**config.mk**
```make
export PLATFORM = sky130hd
export DESIGN_NAME = pi64_error_sequencer
export DESIGN_NICKNAME = d
export VERILOG_FILES = /design/src/rtl/pi64_error_sequencer_pkg.sv /design/src/rtl/pi64_error_sequencer_add_sub.sv /design/src/rtl/pi64_error_sequencer.sv
export SDC_FILE = /design/constraint.sdc
export NUM_CORES = 2
export LEC_CHECK = 0
export BUFFER_PORTS_ARGS = -buffer_cell sky130_fd_sc_hd__buf_4
export CELL_PAD_IN_SITES_DETAIL_PLACEMENT = 0
export CELL_PAD_IN_SITES_GLOBAL_PLACEMENT = 2
export CORE_MARGIN = 2
export CORE_UTILIZATION = 40
export CTS_BUF_LIST = sky130_fd_sc_hd__clkbuf_8
export DETAILED_ROUTE_END_ITERATION = 7
export PLACE_DENSITY = 0.85
export SETUP_SLACK_MARGIN = 0.1
export SYNTH_ARGS = -nofsm -noshare
export SYNTH_HDL_FRONTEND = slang
export SYNTH_HIERARCHICAL = 1
export SYNTH_SLANG_ARGS = --single-unit
export TNS_END_PERCENT = 10
```
**constraint.sdc**
```tcl
create_clock -name clk -period 22.6 [get_ports clk]
set_input_delay 1.13 -clock clk [delete_from_list [all_inputs] [get_ports clk]]
set_output_delay 1.13 -clock clk [all_outputs]
set_load 0.05 [all_outputs]
```
**src/rtl/pi64_error_sequencer_pkg.sv**
```systemverilog
// Shared constants and types for the 64-bit PI error sequencer.
// Lead time is shared with the downstream PI stage.
package pi64_error_sequencer_pkg;

  localparam int PI_LEAD_CLK = 15;
  localparam int ADD_SUB_LAT = 7;

  localparam logic OP_ADD   = 1'b1;
  localparam logic OP_SUB   = 1'b0;
  localparam logic ENA_MATH = 1'b1;

  typedef enum logic [1:0] {
    S_IDLE,
    S_CALC,
    S_LEADW
  } seq_state_e;

endpackage

```
**src/rtl/pi64_error_sequencer_add_sub.sv**
```systemverilog
// Pipelined IEEE-754 double add/sub (truncating, denormal results flush
// to zero). NaN/Inf operands pass through unmodified.
module pi64_error_sequencer_add_sub
  import pi64_error_sequencer_pkg::*;
#(
  parameter int LAT = ADD_SUB_LAT
) (
  input  logic        clk,
  input  logic        clk_en,
  input  logic        aclr,
  input  logic        add_sub,
  input  logic [63:0] dataa,
  input  logic [63:0] datab,
  output logic [63:0] result
);

  function automatic logic [63:0] fp_add(
    input logic [63:0] a,
    input logic [63:0] b
  );
    logic [63:0] hi, lo, gl, gs, sum;
    logic [10:0] efl, efs;
    int d, p, e;
    if (a[62:52] == 11'h7FF) begin
      if (a[51:0] != '0) return a;
      if (b[62:52] == 11'h7FF && b[51:0] == '0 && a[63] != b[63])
        return 64'h7FF8000000000000;
      return a;
    end
    if (b[62:52] == 11'h7FF) return b;
    if (a[62:0] >= b[62:0]) begin
      hi = a;
      lo = b;
    end else begin
      hi = b;
      lo = a;
    end
    efl = (hi[62:52] == '0) ? 11'd1 : hi[62:52];
    efs = (lo[62:52] == '0) ? 11'd1 : lo[62:52];
    gl  = {1'b0, hi[62:52] != '0, hi[51:0], 10'b0};
    gs  = {1'b0, lo[62:52] != '0, lo[51:0], 10'b0};
    d   = int'(efl) - int'(efs);
    gs  = (d > 63) ? '0 : gs >> d;
    sum = (hi[63] == lo[63]) ? gl + gs : gl - gs;
    if (sum == '0) return '0;
    p = 0;
    for (int i = 0; i < 64; i++)
      if (sum[i]) p = i;
    e = int'(efl) + p - 62;
    if (e >= 2047) return {hi[63], 11'h7FF, 52'b0};
    if (e <= 0) return {hi[63], 63'b0};
    return {hi[63], 11'(e), 52'((sum << (63 - p)) >> 11)};
  endfunction

  logic [63:0] pipe [LAT];
  logic [63:0] b_eff;

  assign b_eff  = {datab[63] ^ (add_sub != OP_ADD), datab[62:0]};
  assign result = pipe[LAT-1];

  always_ff @(posedge clk) begin
    if (aclr) begin
      for (int i = 0; i < LAT; i++) pipe[i] <= '0;
    end else if (clk_en) begin
      pipe[0] <= fp_add(dataa, b_eff);
      for (int i = 1; i < LAT; i++) pipe[i] <= pipe[i-1];
    end
  end

endmodule

```
**src/rtl/pi64_error_sequencer.sv**
```systemverilog
// Forms err = ref - meas per step and drives the PI done_read_x / sta
// handshake, with overrun flag and issued-step counter.
module pi64_error_sequencer
  import pi64_error_sequencer_pkg::*;
#(
  parameter int ADD_LAT  = ADD_SUB_LAT,
  parameter int LEAD     = PI_LEAD_CLK,
  parameter bit SUB_MODE = 1'b0
) (
  input  logic        clk,
  input  logic        rst,
  input  logic        rst_user,
  input  logic        sta_in,
  input  logic [63:0] ref_val,
  input  logic [63:0] meas,
  output logic [63:0] x,
  output logic        done_read_x,
  output logic        sta,
  output logic        busy,
  output logic        overrun,
  output logic [15:0] step_cnt
);

  localparam int CW = $clog2(LEAD + 1);
  localparam logic [CW-1:0] LAT_C  = CW'(ADD_LAT);
  localparam logic [CW-1:0] LEAD_C = CW'(LEAD);
  localparam logic [CW-1:0] FIRE_C = CW'(LEAD - 1);

  if (LEAD < ADD_LAT + 1) begin : g_lead_chk
    $error("LEAD must be >= ADD_LAT+1");
  end

  seq_state_e    state_q, state_d;
  logic [CW-1:0] cnt_q, cnt_d;
  logic          accept, load_x, fire;
  logic [63:0]   opa_q, opb_q, sum;

  pi64_error_sequencer_add_sub #(
    .LAT(ADD_LAT)
  ) u_add (
    .clk    (clk),
    .clk_en (ENA_MATH),
    .aclr   (1'b0),
    .add_sub(OP_SUB),
    .dataa  (opa_q),
    .datab  (opb_q),
    .result (sum)
  );

  assign busy = (state_q != S_IDLE);
  // cnt_q is 0 in the cycle after acceptance; sta is registered one early
  assign fire = busy && (cnt_q == FIRE_C);

  always_comb begin
    state_d = state_q;
    cnt_d   = cnt_q;
    accept  = 1'b0;
    load_x  = 1'b0;
    unique case (state_q)
      S_IDLE: begin
        if (sta_in) begin
          accept  = 1'b1;
          cnt_d   = '0;
          state_d = S_CALC;
        end
      end
      S_CALC: begin
        cnt_d = cnt_q + 1'b1;
        if (cnt_q == LAT_C) begin
          load_x  = 1'b1;
          state_d = S_LEADW;
        end
      end
      S_LEADW: begin
        cnt_d = cnt_q + 1'b1;
        if (cnt_q == LEAD_C) state_d = S_IDLE;
      end
      default: state_d = S_IDLE;
    endcase
  end

  always_ff @(posedge clk) begin
    if (!rst) begin
      state_q     <= S_IDLE;
      cnt_q       <= '0;
      opa_q       <= '0;
      opb_q       <= '0;
      x           <= '0;
      done_read_x <= 1'b0;
      sta         <= 1'b0;
      overrun     <= 1'b0;
      step_cnt    <= '0;
    end else begin
      state_q     <= state_d;
      cnt_q       <= cnt_d;
      done_read_x <= accept;
      sta         <= fire;
      if (accept) begin
        opa_q <= SUB_MODE ? meas : ref_val;
        opb_q <= SUB_MODE ? ref_val : meas;
      end
      if (load_x) x <= sum;
      if (rst_user) begin
        overrun  <= 1'b0;
        step_cnt <= '0;
      end else begin
        if (sta_in && busy) overrun <= 1'b1;
        if (fire) step_cnt <= step_cnt + 1'b1;
      end
    end
  end

endmodule

```
### Word-level counts from Yosys, hierarchy flattened

Memories as Yosys holds them, arrays and structs flattened. A register that Yosys moved wholly into a read port is not among the register bits.
Index checks and enable logic that the tools add are counted.

| cells by class | value |
|---|---|
| add/sub/neg operators | 8 |
| $lt $le $gt $ge | 4 |
| equality and inequality tests | 12 |
| shifts and indexed selects | 2 |
| muxes and demuxes | 121 |
| bitwise logic cells | 2 |
| reductions and logical operators | 19 |

Operator list:

| operator | count |
|---|---|
| $mux 64 | 23 |
| $mux 6 | 32 |
| $mux 32 | 3 |
| $mux 5 | 16 |
| $add 63x64->64 | 1 |
| $logic_not 64->1 | 1 |
| $shl 64x32->63 | 1 |
| $shr 63x32->64 | 1 |
| $sub 63x64->64 | 1 |
| $ge 63x63->1 | 1 |
| $logic_not 52->1 | 1 |
| $reduce_bool 52->1 | 1 |
| $mux 4 | 9 |
| $add 12x32->32 | 1 |
| $ge 32x12->1 const B | 1 |
| $gt 32x7->1 const B | 1 |
| $le 32x1->1 const B | 1 |
| $sub 32x7->32 const B | 1 |
| $sub 7x32->32 const A | 1 |
| $mux 1 | 25 |
| $eq 11x11->1 const B | 2 |
| $logic_not 11->1 | 2 |
| $mux 11 | 2 |
| $reduce_bool 11->1 | 2 |
| 22 further kinds | 38 |

| word-level totals | value |
|---|---|
| bits in registers | 153 |
| memory bits (writable) | 448 |
| input port bits | 132 |
| logic and storage cells | 177 |
| memories kept | 1 |

Memories:

| name | depth | bits a word | rd ports | clocked after memory_dff | write ports | RTL line | source |
|---|---|---|---|---|---|---|---|
| u_add.pipe | 7 | 64 | 7 | 1 | 7 | pi64_error_sequencer_add_sub.sv:55 | `logic [63:0] pipe [LAT];` |

### Longest topological paths before layout

| logic depth | value |
|---|---|
| depth in word-level cells | 94 |
| depth in mapped cells | 94 |

### Cells and area by module

Netlist, hierarchy kept.

By module, submodules not included:

| module | times used | cells each | area each (um2) | seq. area each (um2) |
|---|---|---|---|---|
| pi64_error_sequencer_add_sub | 1 | 4656 | 40233.6 | 13452.9 |
| pi64_error_sequencer | 1 | 979 | 7733.7 | 4344.2 |

### Worst setup path after synthesis

OpenSTA, ideal clock, no wires.

| timing | value |
|---|---|
| path type | register to register |
| from | register opb_q[2] |
| to | memory u_add.pipe[0][33] (data pin) |
| data arrival time | 16034 ps |
| required time | 22470 ps |
| setup slack | 6436 ps |
| stages on the path, launching flop included | 82 |
| path buffers | 13 |
| period minus slack after synthesis | 16164 ps |
| path through | dfxtp_1 inv_1 ha_1 a21oi_1 a21oi_1 o31a_1 o41ai_2 a21o_1 nand2_1 buf_2 clkbuf_1 clkbuf_1 a21oi_1 inv_1 or4_1 or4_1 nand2_1 inv_1 (+46 left out) a21oi_1 inv_1 a21oi_1 nor2_1 nor2_1 ha_1 nand3b_1 a21oi_1 or2_2 clkbuf_1 nor2b_1 clkbuf_1 and2_1 clkbuf_1 nand3_1 nor2_1 a221o_1 o221a_2 |

RTL lines:

| what | RTL line | source |
|---|---|---|
| start, declared | pi64_error_sequencer.sv:36 | `logic [63:0] opa_q, opb_q, sum;` |
| start signal, assigned | pi64_error_sequencer.sv:100 | `opb_q <= SUB_MODE ? ref_val : meas;` |
| end, declared | pi64_error_sequencer_add_sub.sv:55 |  |

==> flow_metrics.py <==
metrics = {
    "yosys": {
        "synth_cell_types": 133,
        "synth_top_area_cell": "edfxtp_1",
        "ys_warn_count": 6,
        "synthCells": 5635,
        "yosysSeqAreaShare_pct": 37.1,
        "synthesis.area_sq_mm": 0.0480,
        "synth-edff-count": 448,
        "synth_top_flop_cell": "edfxtp_1",
        "async_flop_share_pct": 0,
        "ys_top_cells_by_count": "nand2_1, a21oi_1, edfxtp_1, and2_1",
        "synth.most_common_cell": "nand2_1",
        "synth_top_area_share_pct": 28.0,
        "ys_ff_latch": 665,
        "synthTopCellsByArea": "edfxtp_1, dfxtp_1, nand2_1, a21oi_1, ha_1",
        "syn_area_per_cell_sq_um": 8.51,
    },
    "critical_path": {
        "arrival_ns": 22.07,
        "cp_slowest_stage_delay_ns": 1.12,
        "regToRegStartpoint": "opb_q[44]$_SDFFE_PN0P_",
        "crit_path_end_kind": "flop",
        "path_class": "flop to flop",
        "slowest_stage": "nor4_1",
        "cp.required_ns": 23.11,
        "cp_max_fo": 23,
        "r2r_slack_ns": 1.04,
        "start_kind": "flop",
        "crit_buf_inv": 13,
        "setup.worst_path.start": "opb_q[44]$_SDFFE_PN0P_",
        "path_delay_family": "compound AO/OA/AOI/OAI gates",
    },
    "floorplanning": {
        "core-area_sq_mm": 0.119,
        "rows": 127,
        "die_h_um": 350,
        "die_w_um": 350,
        "start_util_pct": 40.1,
        "io-pin-count": 216,
        "dieArea_sq_mm": 0.123,
    },
    "grt": {
        "gr-total-overflow": 0,
        "grt_start_max_net_pins": 449,
        "use_met3_pct": 6.76,
        "grt-busiest-layer": "met2",
        "use_met1_pct": 45.6,
        "antenna_found_initial": 8,
        "grt_pass1_wl_um": 306000,
        "grt_usage_pct": 34.0,
        "grt_pass1_vias": 42425,
        "use_met2_pct": 50.9,
    },
    "timing": {
        "hold_viol": 0,
        "fin_crit_sh_pct": 95.4,
        "skew_ns": 0.0678,
        "post-route-min-period_ns": 21.56,
        "worstMarginPinSlew_ns": 1.51,
        "slew_headroom_pct": -1.75,
        "fmax_mhz": 46.4,
        "drv_slew": 3,
        "rsz0062_at_grt": "no",
        "report.final.setup_viol": 0,
        "tns_ns": 0,
    },
    "pwr": {
        "p_total_mw": 7.73,
        "p_leak_nw": 21.3,
        "power_density_mw_per_mm2": 145,
        "peakVddDrop_mv": 0.0962,
    },
    "place": {
        "place_area_sq_mm": 0.0513,
        "placedCellCount": 7246,
        "gp_congestion": 1.08,
        "place.detailed.hpwl_um": 163000,
        "port_buffers": 215,
    },
    "cts": {
        "clkTransAtPathRegs_ns": 0.06,
        "post_cts.repair.setup_buffers": 0,
        "cts_root_buf": "clkbuf_8",
        "cts.sinks": 665,
        "hold_buffers": 0,
        "h-tree-depth": 3,
        "cts_resized": 0,
        "clk_latency_ns": 0.73,
        "cts_made_buffers": 102,
        "cts_tree": "built",
        "cts_max_path_buffers": 3,
    },
    "job": {
        "cap_violations": 1,
    },
    "final_layout": {
        "final_area_sq_mm": 0.0532,
        "fin_nets": 6079,
        "fill_cells": 11988,
        "layout-drive-gt1-share_pct": 12.2,
        "finalNonFillerCells": 7437,
        "syn_to_final_growth_pct": 10.9,
    },
    "detailed_routing": {
        "dr_total_vias": 45938,
        "drtIter0Drc": 5996,
        "ant_nets": 0,
        "dr.pass1.iters": 7,
        "via_per_inst": 6.18,
        "avgRoutedWirePerCell_um": 28.9,
        "drc": 0,
        "finalWirelength_um": 215000,
    },
    "worst_hold_path": {
        "min_from": "x[28]$_SDFFE_PN0P_",
        "hold_path.class": "flop to flop",
    },
    "status": {
        "violations": "max-capacitance violations, max-slew violations",
        "status": "finished, violations left",
    },
}
## final cells by class
class                           instances  area [sq um]  area share (%)
Clock inverter                         74           375           0.706
Sequential cell                       665         17800            33.5
Clock buffer                          112          1540            2.90
Multi-Input combinational cell       4366         27700            52.1
Timing Repair Buffer                  378          2860            5.38
Antenna cell                            4          10.0          0.0188
Tap cell                             1612          2020            3.79
Inverter                              226           856            1.61
## tightest hold or removal path, cell delays in order (launching register included)
cell and delay, ns:
dfxtp_1 0.31, nand2_1 0.05, a21oi_1 0.05
## final timing paths
path,end,cells after the start
min reg2reg,x[28]$_SDFFE_PN0P_,2
min,x[28]$_SDFFE_PN0P_,2
max,u_add/pipe[0][33]$_SDFFCE_PN0P_,74
max reg2reg,u_add/pipe[0][33]$_SDFFCE_PN0P_,74
## cells by family (layout without fill, tap and decap cells)
group	count (synthesis)	after routing	synth area share, %
other cells	2	12	0.0157
simple gates	2200	2200	22.3
mux	208	208	5.72
fa+ha+maj	208	208	5.47
xor+xnor	83	83	1.56
flops	665	665	37.1
buf+inv	610	790	5.34
compound gates	1659	1659	22.5
## cells in the final DEF, fill, tap and decap left out, drive strengths merged, types with 40 or more instances in the layout
| cell | count |
|---|---|
| nand2 | 862 |
| a21oi | 562 |
| edfxtp | 448 |
| buf | 377 |
| o21ai | 362 |
| and2 | 360 |
| nor2 | 334 |
| inv | 274 |
| dfxtp | 217 |
| ha | 205 |
| nand3 | 133 |
| mux2i | 116 |
| clkbuf | 113 |
| nor3 | 107 |
| nor2b | 84 |
| a211oi | 64 |
| nand4 | 60 |
| nor4 | 60 |
| xnor2 | 59 |
| o211ai | 58 |
| a31oi | 58 |
| a21o | 56 |
| a22oi | 53 |
| mux2 | 47 |
| mux4 | 45 |
| o22ai | 42 |
| and3 | 40 |
## power by group
part / internal, mW / switching [mW]
clock: 0.471 / 0.468
sequential: 1.42 / 0.0448
combinational: 1.59 / 3.74
total: 3.48 / 4.26
## through the flow
stage	util [%]	hold WS (ns)	worst slack (ns)
after floorplan	-	0.450	6.44
after CTS	44.5	0.457	1.62
after global placement	42.9	0.443	1.72
after global routing	44.5	0.475	0.559
after detailed placement	42.9	0.448	1.72
final	44.5	0.453	1.04
## registers in the layout, summed over array words and instances, names as in the netlist
signal / cells
cnt_q: 4
step_cnt: 16
x: 64
opb_q: 64
sta: 1
state_q: 2
overrun: 1
opa_q: 64
u_add/pipe: 448
done_read_x: 1
## routing by layer
| metal | part of all wire (%) | wire length [um] |
|---|---|---|
| met1 | 41 | 89200 |
| met2 | 42 | 91400 |
| met4 | 6.6 | 14300 |
| met5 | 0.0060 | 13 |
| met3 | 9.4 | 20200 |
Note: power is estimated with default switching activity, not from simulation.
